<file path="src/rtl/tsv_fmap_ctrl_pkg.sv">
// Shared constants, controller state encoding and popcount helper for the TSV fault-map path.
// Parity checking of incoming maps is enabled by defining FMAP_PARITY_CHK_EN.
package tsv_ctrl_pkg;

    localparam int NTSV_DEF = 9;
    localparam int NRED_DEF = 1;
    localparam int NTSV_MAX = 64;

    typedef enum logic [1:0] {
        RUN,
        DRAIN,
        LOAD,
        SETTLE
    } fmap_state_t;

    function automatic int popcount_ntsv(input logic [NTSV_MAX-1:0] v);
        int c;
        c = 0;
        for (int i = 0; i < NTSV_MAX; i++) begin
            c += int'(v[i]);
        end
        return c;
    endfunction

endpackage

</file>
<file path="src/rtl/tsv_fmap_ctrl_if.sv">
// Handshake and data-path bundle between the link manager and the fault-map controller.
// The fmap_par member exists only when FMAP_PARITY_CHK_EN is defined.
interface tsv_fmap_ctrl_if #(
    parameter int NTSV = 9
);

    logic            fmap_valid;
    logic            fmap_ready;
    logic [NTSV-1:0] fmap_data;
`ifdef FMAP_PARITY_CHK_EN
    logic            fmap_par;
`endif
    logic            fmap_ack;
    logic            fmap_nack;
    logic            din_valid;
    logic            din_ready;
    logic            coder_en;
    logic            dout_valid;
    logic [NTSV-1:0] f_flag;
    logic            busy;

    modport master (
        output fmap_valid,
        output fmap_data,
`ifdef FMAP_PARITY_CHK_EN
        output fmap_par,
`endif
        output din_valid,
        input  fmap_ready,
        input  fmap_ack,
        input  fmap_nack,
        input  din_ready,
        input  coder_en,
        input  dout_valid,
        input  f_flag,
        input  busy
    );

    modport slave (
        input  fmap_valid,
        input  fmap_data,
`ifdef FMAP_PARITY_CHK_EN
        input  fmap_par,
`endif
        input  din_valid,
        output fmap_ready,
        output fmap_ack,
        output fmap_nack,
        output din_ready,
        output coder_en,
        output dout_valid,
        output f_flag,
        output busy
    );

endinterface

</file>
<file path="src/rtl/tsv_fmap_ctrl_check.sv">
// Combinational classifier for a requested fault map: reject, same as current, or accept.
// With FMAP_PARITY_CHK_EN defined, an even-parity mismatch also rejects the map.
module tsv_fmap_check
    import tsv_ctrl_pkg::*;
#(
    parameter int NTSV = NTSV_DEF,
    parameter int NRED = NRED_DEF
) (
    input  logic [NTSV-1:0] fmap_data,
    input  logic [NTSV-1:0] f_flag,
`ifdef FMAP_PARITY_CHK_EN
    input  logic            fmap_par,
`endif
    output logic            reject,
    output logic            same,
    output logic            accept
);

    logic [NTSV_MAX-1:0] ext;
    logic                over;
    logic                par_bad;

    always_comb begin
        ext            = '0;
        ext[NTSV-1:0]  = fmap_data;
        over           = popcount_ntsv(ext) > NRED;
`ifdef FMAP_PARITY_CHK_EN
        par_bad        = fmap_par != (^fmap_data);
`else
        par_bad        = 1'b0;
`endif
        reject         = over | par_bad;
        same           = !reject && (fmap_data == f_flag);
        accept         = !reject && !same;
    end

endmodule

</file>
<file path="src/rtl/tsv_fmap_ctrl.sv">
// Fault-map update sequencer: gates coder capture, drains in-flight words, swaps f_flag, settles.
// Build option FMAP_PARITY_CHK_EN adds an even-parity check on requested maps.
module tsv_fmap_ctrl
    import tsv_ctrl_pkg::*;
#(
    parameter int NTSV       = NTSV_DEF,
    parameter int NRED       = NRED_DEF,
    parameter int LAT        = 1,
    parameter int SETTLE_CYC = 2
) (
    input  logic          clock,
    input  logic          reset,
    tsv_fmap_ctrl_if.slave bus
);

    localparam int CW = (LAT > 0) ? $clog2(LAT + 1) : 1;
    localparam int SW = (SETTLE_CYC > 1) ? $clog2(SETTLE_CYC) : 1;

    fmap_state_t     state;
    fmap_state_t     state_nxt;
    logic [NTSV-1:0] f_flag_q;
    logic [NTSV-1:0] pend_q;
    logic [CW-1:0]   infl;
    logic [SW-1:0]   scnt;
    logic            ack_q;
    logic            nack_q;
    logic            ack_nxt;
    logic            nack_nxt;
    logic            settle_ack;
    logic            load_pend;
    logic            in_run;
    logic            hs;
    logic            coder_en;
    logic            reject;
    logic            same;
    logic            accept;

    tsv_fmap_check #(
        .NTSV (NTSV),
        .NRED (NRED)
    ) u_check (
        .fmap_data (bus.fmap_data),
        .f_flag    (f_flag_q),
`ifdef FMAP_PARITY_CHK_EN
        .fmap_par  (bus.fmap_par),
`endif
        .reject    (reject),
        .same      (same),
        .accept    (accept)
    );

    assign in_run   = (state == RUN);
    assign hs       = bus.fmap_valid & in_run;
    assign coder_en = bus.din_valid & in_run;

    assign bus.fmap_ready = in_run;
    assign bus.din_ready  = in_run;
    assign bus.coder_en   = coder_en;
    assign bus.busy       = !in_run;
    assign bus.f_flag     = f_flag_q;
    assign bus.fmap_nack  = nack_q;
    // Swap completion acks on the last SETTLE cycle, not the first RUN cycle
    assign bus.fmap_ack   = ack_q | settle_ack;

    always_comb begin
        state_nxt  = state;
        ack_nxt    = 1'b0;
        nack_nxt   = 1'b0;
        settle_ack = 1'b0;
        load_pend  = 1'b0;
        unique case (state)
            RUN: begin
                if (hs) begin
                    if (reject) begin
                        nack_nxt = 1'b1;
                    end else if (same) begin
                        ack_nxt = 1'b1;
                    end else if (accept) begin
                        load_pend = 1'b1;
                        state_nxt = DRAIN;
                    end
                end
            end
            DRAIN: begin
                if (infl == '0) begin
                    state_nxt = LOAD;
                end
            end
            LOAD: begin
                state_nxt = SETTLE;
            end
            SETTLE: begin
                if (scnt == '0) begin
                    state_nxt  = RUN;
                    settle_ack = 1'b1;
                end
            end
            default: begin
                state_nxt = RUN;
            end
        endcase
    end

    always_ff @(posedge clock or posedge reset) begin
        if (reset) begin
            state  <= RUN;
            ack_q  <= 1'b0;
            nack_q <= 1'b0;
        end else begin
            state  <= state_nxt;
            ack_q  <= ack_nxt;
            nack_q <= nack_nxt;
        end
    end

    always_ff @(posedge clock or posedge reset) begin
        if (reset) begin
            pend_q   <= '0;
            f_flag_q <= '0;
        end else begin
            if (load_pend) begin
                pend_q <= bus.fmap_data;
            end
            if (state == LOAD) begin
                f_flag_q <= pend_q;
            end
        end
    end

    always_ff @(posedge clock or posedge reset) begin
        if (reset) begin
            scnt <= '0;
        end else if (state == LOAD) begin
            scnt <= SW'(SETTLE_CYC - 1);
        end else if (state == SETTLE && scnt != '0) begin
            scnt <= scnt - 1'b1;
        end
    end

    // Counts words captured by the coder but not yet out of the decoder
    always_ff @(posedge clock or posedge reset) begin
        if (reset) begin
            infl <= '0;
        end else begin
            unique case ({coder_en, bus.dout_valid})
                2'b10: begin
                    if (infl != CW'(LAT)) begin
                        infl <= infl + 1'b1;
                    end
                end
                2'b01: begin
                    if (infl != '0) begin
                        infl <= infl - 1'b1;
                    end
                end
                default: begin
                end
            endcase
        end
    end

    if (LAT == 0) begin : g_nolat
        assign bus.dout_valid = coder_en;
    end else begin : g_lat
        logic [LAT-1:0] sh;
        always_ff @(posedge clock or posedge reset) begin
            if (reset) begin
                sh <= '0;
            end else begin
                sh <= (sh << 1) | LAT'(coder_en);
            end
        end
        assign bus.dout_valid = sh[LAT-1];
    end

endmodule
</file>
<file path="src/flat_wrapper.sv">
// flat-port wrapper written by rule: the top's interface ports become plain ports
module tsv_fmap_ctrl_flat import tsv_ctrl_pkg::*;
#(
    parameter int NTSV       = NTSV_DEF,
    parameter int NRED       = NRED_DEF,
    parameter int LAT        = 1,
    parameter int SETTLE_CYC = 2
)
  (clock, reset, bus_fmap_valid, bus_fmap_data, bus_din_valid, bus_fmap_ready, bus_fmap_ack, bus_fmap_nack, bus_din_ready, bus_coder_en, bus_dout_valid, bus_f_flag, bus_busy);
  tsv_fmap_ctrl_if #(.NTSV(NTSV)) bus_i ();
  input  logic clock;
  input  logic reset;
  input wire logic [$bits(bus_i.fmap_valid)-1:0] bus_fmap_valid;
  input wire logic [$bits(bus_i.fmap_data)-1:0] bus_fmap_data;
  input wire logic [$bits(bus_i.din_valid)-1:0] bus_din_valid;
  output wire logic [$bits(bus_i.fmap_ready)-1:0] bus_fmap_ready;
  output wire logic [$bits(bus_i.fmap_ack)-1:0] bus_fmap_ack;
  output wire logic [$bits(bus_i.fmap_nack)-1:0] bus_fmap_nack;
  output wire logic [$bits(bus_i.din_ready)-1:0] bus_din_ready;
  output wire logic [$bits(bus_i.coder_en)-1:0] bus_coder_en;
  output wire logic [$bits(bus_i.dout_valid)-1:0] bus_dout_valid;
  output wire logic [$bits(bus_i.f_flag)-1:0] bus_f_flag;
  output wire logic [$bits(bus_i.busy)-1:0] bus_busy;
  assign bus_i.fmap_valid = bus_fmap_valid;
  assign bus_i.fmap_data = bus_fmap_data;
  assign bus_i.din_valid = bus_din_valid;
  assign bus_fmap_ready = bus_i.fmap_ready;
  assign bus_fmap_ack = bus_i.fmap_ack;
  assign bus_fmap_nack = bus_i.fmap_nack;
  assign bus_din_ready = bus_i.din_ready;
  assign bus_coder_en = bus_i.coder_en;
  assign bus_dout_valid = bus_i.dout_valid;
  assign bus_f_flag = bus_i.f_flag;
  assign bus_busy = bus_i.busy;
  tsv_fmap_ctrl #(.NTSV(NTSV), .NRED(NRED), .LAT(LAT), .SETTLE_CYC(SETTLE_CYC)) u_core (.clock(clock), .reset(reset), .bus(bus_i));
endmodule
</file>
<file path="config.mk">
export PLATFORM = sky130hd
export DESIGN_NAME = tsv_fmap_ctrl_flat
export DESIGN_NICKNAME = d
export VERILOG_FILES = /design/src/rtl/tsv_fmap_ctrl_pkg.sv /design/src/rtl/tsv_fmap_ctrl_if.sv /design/src/rtl/tsv_fmap_ctrl_check.sv /design/src/rtl/tsv_fmap_ctrl.sv /design/src/flat_wrapper.sv
export SDC_FILE = /design/constraint.sdc
export NUM_CORES = 1
export LEC_CHECK = 0
export CORE_ASPECT_RATIO = 0.5
export CORE_MARGIN = 4
export CORE_UTILIZATION = 35
export CTS_CLUSTER_SIZE = 25
export DETAILED_ROUTE_END_ITERATION = 7
export GPL_ROUTABILITY_DRIVEN = 0
export PLACE_DENSITY = 0.58
export SYNTH_ARGS = -nofsm -noshare
export SYNTH_HDL_FRONTEND = slang
export SYNTH_SLANG_ARGS = --single-unit
</file>
<file path="constraint.sdc">
create_clock -name clock -period 1.96 [get_ports clock]
set_input_delay 0.392 -clock clock [delete_from_list [all_inputs] [get_ports clock]]
set_output_delay 0.392 -clock clock [all_outputs]
set_load 0.01 [all_outputs]
</file>
==> results.txt <==
Of all flip-flops after synthesis, the portion carrying an async set or reset was 100%. The destination of the worst hold path was u_core.pend_q[0]. Counting both buffers and inverters, the worst setup path holds a total of 3. The highest ir drop seen on vdd is 0.000526 V, and the post-synthesis instance total is 111. The clock reaches the later pin of the worst-skew pair after 270 ps. The tools report the number of CTS-inserted buffers as 3. The run gives 0 as the initial antenna violation count. The number of stages on the worst hold path came out at 3. The detail route stage leaves a number of antenna-violating nets equal to 0. After floorplanning, the core was sized to cover 0.00358 mm².

Derived from the worst setup path, the maximum achievable clock frequency is 291 MHz. The tools report the number of placement rows as 15. TritonCTS built the clock tree.

The count of cells along the worst register-to-register path works out to 5. The flow ran to the end, but the final reports show violations. The power density of the placed cells was 1380 mW/mm². In this run the critical register-to-register path is launched from u_core.bus.f_flag[4]. Data arrives at the worst endpoint at 3600 ps. The endpoint of the lowest-slack register-to-register path is u_core.state[1]. The placed wire-length estimate is 1.93 mm, and the number of storage elements in the synthesis netlist is 25. The number of buffers between clock root and the deepest sink was 2. The clock root buffer is sky130_fd_sc_hd__clkbuf_8. By count the netlist is led by sky130_fd_sc_hd__dfrtp_1, sky130_fd_sc_hd__inv_1, sky130_fd_sc_hd__mux2_2, sky130_fd_sc_hd__xor2_1, sky130_fd_sc_hd__ha_1.

Fill cells in the final layout number 317. Sequential cells were found to cover 46.0% of the synthesized design area. The run gives 2.78 mm as the total detailed-routing wirelength.

Wire length of the first global-routing pass: 4.74 mm. The most frequent cell on the critical path is sky130_fd_sc_hd__fa_1. The routed layout has 918 vias. Top flip-flop cell by instance count after synthesis: sky130_fd_sc_hd__dfrtp_1. The number of placed instances, taps included is 198. The family with the most delay on the worst path is adder cells.

The core occupancy in the finished layout is 53.6%. The startpoint of the lowest-slack hold path was bus_fmap_data[0]. The number of synthesized flops with an enable pin is 0. Class of the most critical hold timing path: input port to flop.

The setup slack at placement was -2460 ps; the post-synth design cell area was 0.00136 mm². The number of vias per cell works out to 4.48. The run gives 110 ps as the minimum setup slack among reg-to-reg paths.

On the critical path, the stage with the largest delay is an instance of sky130_fd_sc_hd__fa_1. The final critical-path setup slack is -1480 ps. The count of unresolved DRC violations after routing was 0.

The number of antenna diodes in the final layout is 0. Count of port buffers added during placement: 28. The kind of capture point of the worst setup path was a flop. For this configuration, the core starts out at a cell density of 38.0%. The post-synthesis area per instance works out to 12.3 µm². The area share of the leading cell type in the synthesized netlist is 46.0%, and the number of failing hold endpoints at the final stage is 0.

After routing the design area is 0.00192 mm². The die is 96.2 µm wide. The register clock-pin slew on the reported worst setup and hold paths came out at 80 ps.

The run gives 2.32 ps as the final worst clock skew. Number of unique standard cell types used by synthesis: 26. The signal on the critical path passes through buf_8 -> inv_8 -> fa_1 -> fa_1 -> fa_1 -> fa_2 -> inv_2 -> fa_2 -> or2_4 -> o31ai_4 -> and2_4 -> nand4_4 -> mux2_4. For the pin with the worst max-slew slack, the measured transition is 571 ps. Across the run, the number of max-cap violations was 0. The most common cell in the synthesized netlist is sky130_fd_sc_hd__dfrtp_1. The checks that failed: setup timing.

Setup repair after global routing could not meet its margin everywhere. Data on the critical path is required at its endpoint by 2120 ps. The worst-path maximum fanout is 5, and the global routing usage summed across all routing layers is 12.7%. The leakage power is 0.934 nW, and the placement-stage cell area is 0.00180 mm².

The die covers 0.00501 mm². Yosys attributes the largest share of cell area to sky130_fd_sc_hd__dfrtp_1, sky130_fd_sc_hd__mux2_2, sky130_fd_sc_hd__fa_1. The shortest clock period the worst path allows after layout is 3440 ps.

The synthesized design spends more area on one cell type than any other, namely sky130_fd_sc_hd__dfrtp_1. For this design, the CTS-stage hold fixing added 0 buffers. The path type of the worst setup path is input port to flop.

The biggest cell delay along the critical path came out at 540 ps. Compared with the post-synthesis result, the final layout area differs by 41.3%. For the total nets after synthesis, the log shows 136. The first detailed-routing pass took 2 iterations. The total grt overflow came out at 0. Worst slew slack as a fraction of its limit: 61.9%.

In the final design database the tool counted 180 nets. The yosys synthesis warning count is 0, and the H-tree depth is 1. Clock tree synthesis found a total of 25 sinks.

The max-slew violation count was 0; the layout cell share with drive strength beyond 1 was 37.7%. Measured along the y axis, the die boundary spans 52.1 µm. The number of violations reported at the end of detailed-routing iteration 0 came out at 17. The average wire per standard cell works out to 13.6 µm.

Setup violations remaining at the end of the flow were counted as 13. Entering global routing, the biggest net connects 26 pins. Excluding fillers, the count of instances in the completed layout stands at 205. The count of pins on the block boundary came out at 29. The worst setup path is launched from an input port. In the finished design, the share of the clock period the worst path needs comes to 176%. Number of global-route vias before repair: 993.
-- cell usage in the layout, fill, tap and decap left out, types with 2 or more instances in the layout --
master and count:
sky130_fd_sc_hd__inv_2 5, sky130_fd_sc_hd__fa_1 3, sky130_fd_sc_hd__mux2_2 16, sky130_fd_sc_hd__clkbuf_8 3, sky130_fd_sc_hd__dfrtp_1 24, sky130_fd_sc_hd__mux2_4 3
sky130_fd_sc_hd__nand4_4 2, sky130_fd_sc_hd__inv_1 14, sky130_fd_sc_hd__nor2_1 3, sky130_fd_sc_hd__nand2_1 5, sky130_fd_sc_hd__xor2_1 9, sky130_fd_sc_hd__dlygate4sd2_1 3
sky130_fd_sc_hd__clkdlybuf4s50_1 20, sky130_fd_sc_hd__fa_2 2, sky130_fd_sc_hd__ha_1 5, sky130_fd_sc_hd__dlymetal6s2s_1 2, sky130_fd_sc_hd__buf_6 2, sky130_fd_sc_hd__buf_4 11
-- sequential cells by signal, indices dropped and copies added, names as in the netlist --
name                   count
u_core.bus.f_flag          9
u_core.ack_q               1
u_core.infl                1
u_core.bus.dout_valid      1
u_core.state               2
u_core.scnt                1
u_core.bus.fmap_nack       1
u_core.pend_q              9
-- metal layers --
layer / track usage (%) / vias up / share of wire (%)
met2: 20.5 / 16 / 47
met5: 0 / - / 0
met1: 17.0 / 452 / 49
met4: 2.83 / 0 / 0.76
met3: 3.76 / 4 / 3.9
li1: - / 446 / -
-- power breakdown --
group / internal, mW / total, mW / switching, mW
clock: 0.145 / 0.306 / 0.161
sequential: 0.759 / 0.929 / 0.170
combinational: 0.825 / 1.42 / 0.596
-- area by class of cell --
cell class / count / area, µm² / share of cell area [%]
Clock buffer: 4 / 45.0 / 2.34
Inverter: 20 / 82.6 / 4.29
Multi-Input combinational cell: 65 / 728 / 37.9
Sequential cell: 25 / 627 / 32.6
Tap cell: 51 / 63.8 / 3.32
Timing Repair Buffer: 40 / 377 / 19.6
-- worst register-to-register path, delay by kind of cell, from the launching register on --
kind,cells,cell delay [ps]
XOR/XNOR,1,190
AO/OA/AOI/OAI,1,310
AND/OR/NAND/NOR,2,540
multiplexers,1,300
flip-flops,1,410
-- through the flow --
stage | setup TNS, ps | power [mW] | hold slack, ps
finish | -17860 | 2.66 | 463
global route | -19020 | 2.88 | 453
CTS | -17850 | 2.66 | 458
detailed placement | -30370 | 2.27 | 489
global placement | -29870 | 2.26 | 482
floorplan | -20040 | 1.74 | 419
-- what timing repair did --
action,4_1_cts,5_1_grt
endpoints found under the setup margin,18,15
gates cloned,1,0
pin swaps,8,1
gates resized for setup,28,6
buffers inserted,1,1
-- logic make-up after synthesis --
logic type | synth area share, %
xor+xnor | 5.79
fa+ha+maj | 13.8
buf+inv | 6.34
simple gates | 7.54
mux | 16.0
flops | 46.0
compound gates | 4.60
-- worst max path at each step --
stage                                 from  slack, ps                to  cells past startpoint
final                     bus_fmap_data[3]      -1480  u_core.pend_q[0]                     13
after global routing      bus_fmap_data[3]      -1570  u_core.pend_q[0]                     13
after CTS                 bus_fmap_data[3]      -1470  u_core.pend_q[0]                     13
after detailed placement  bus_fmap_data[3]      -2460  u_core.pend_q[0]                     13
after global placement    bus_fmap_data[3]      -2400  u_core.pend_q[0]                     13
after floorplan           bus_fmap_data[3]      -1650  u_core.pend_q[0]                     12
(Power assumes the default switching activity.)
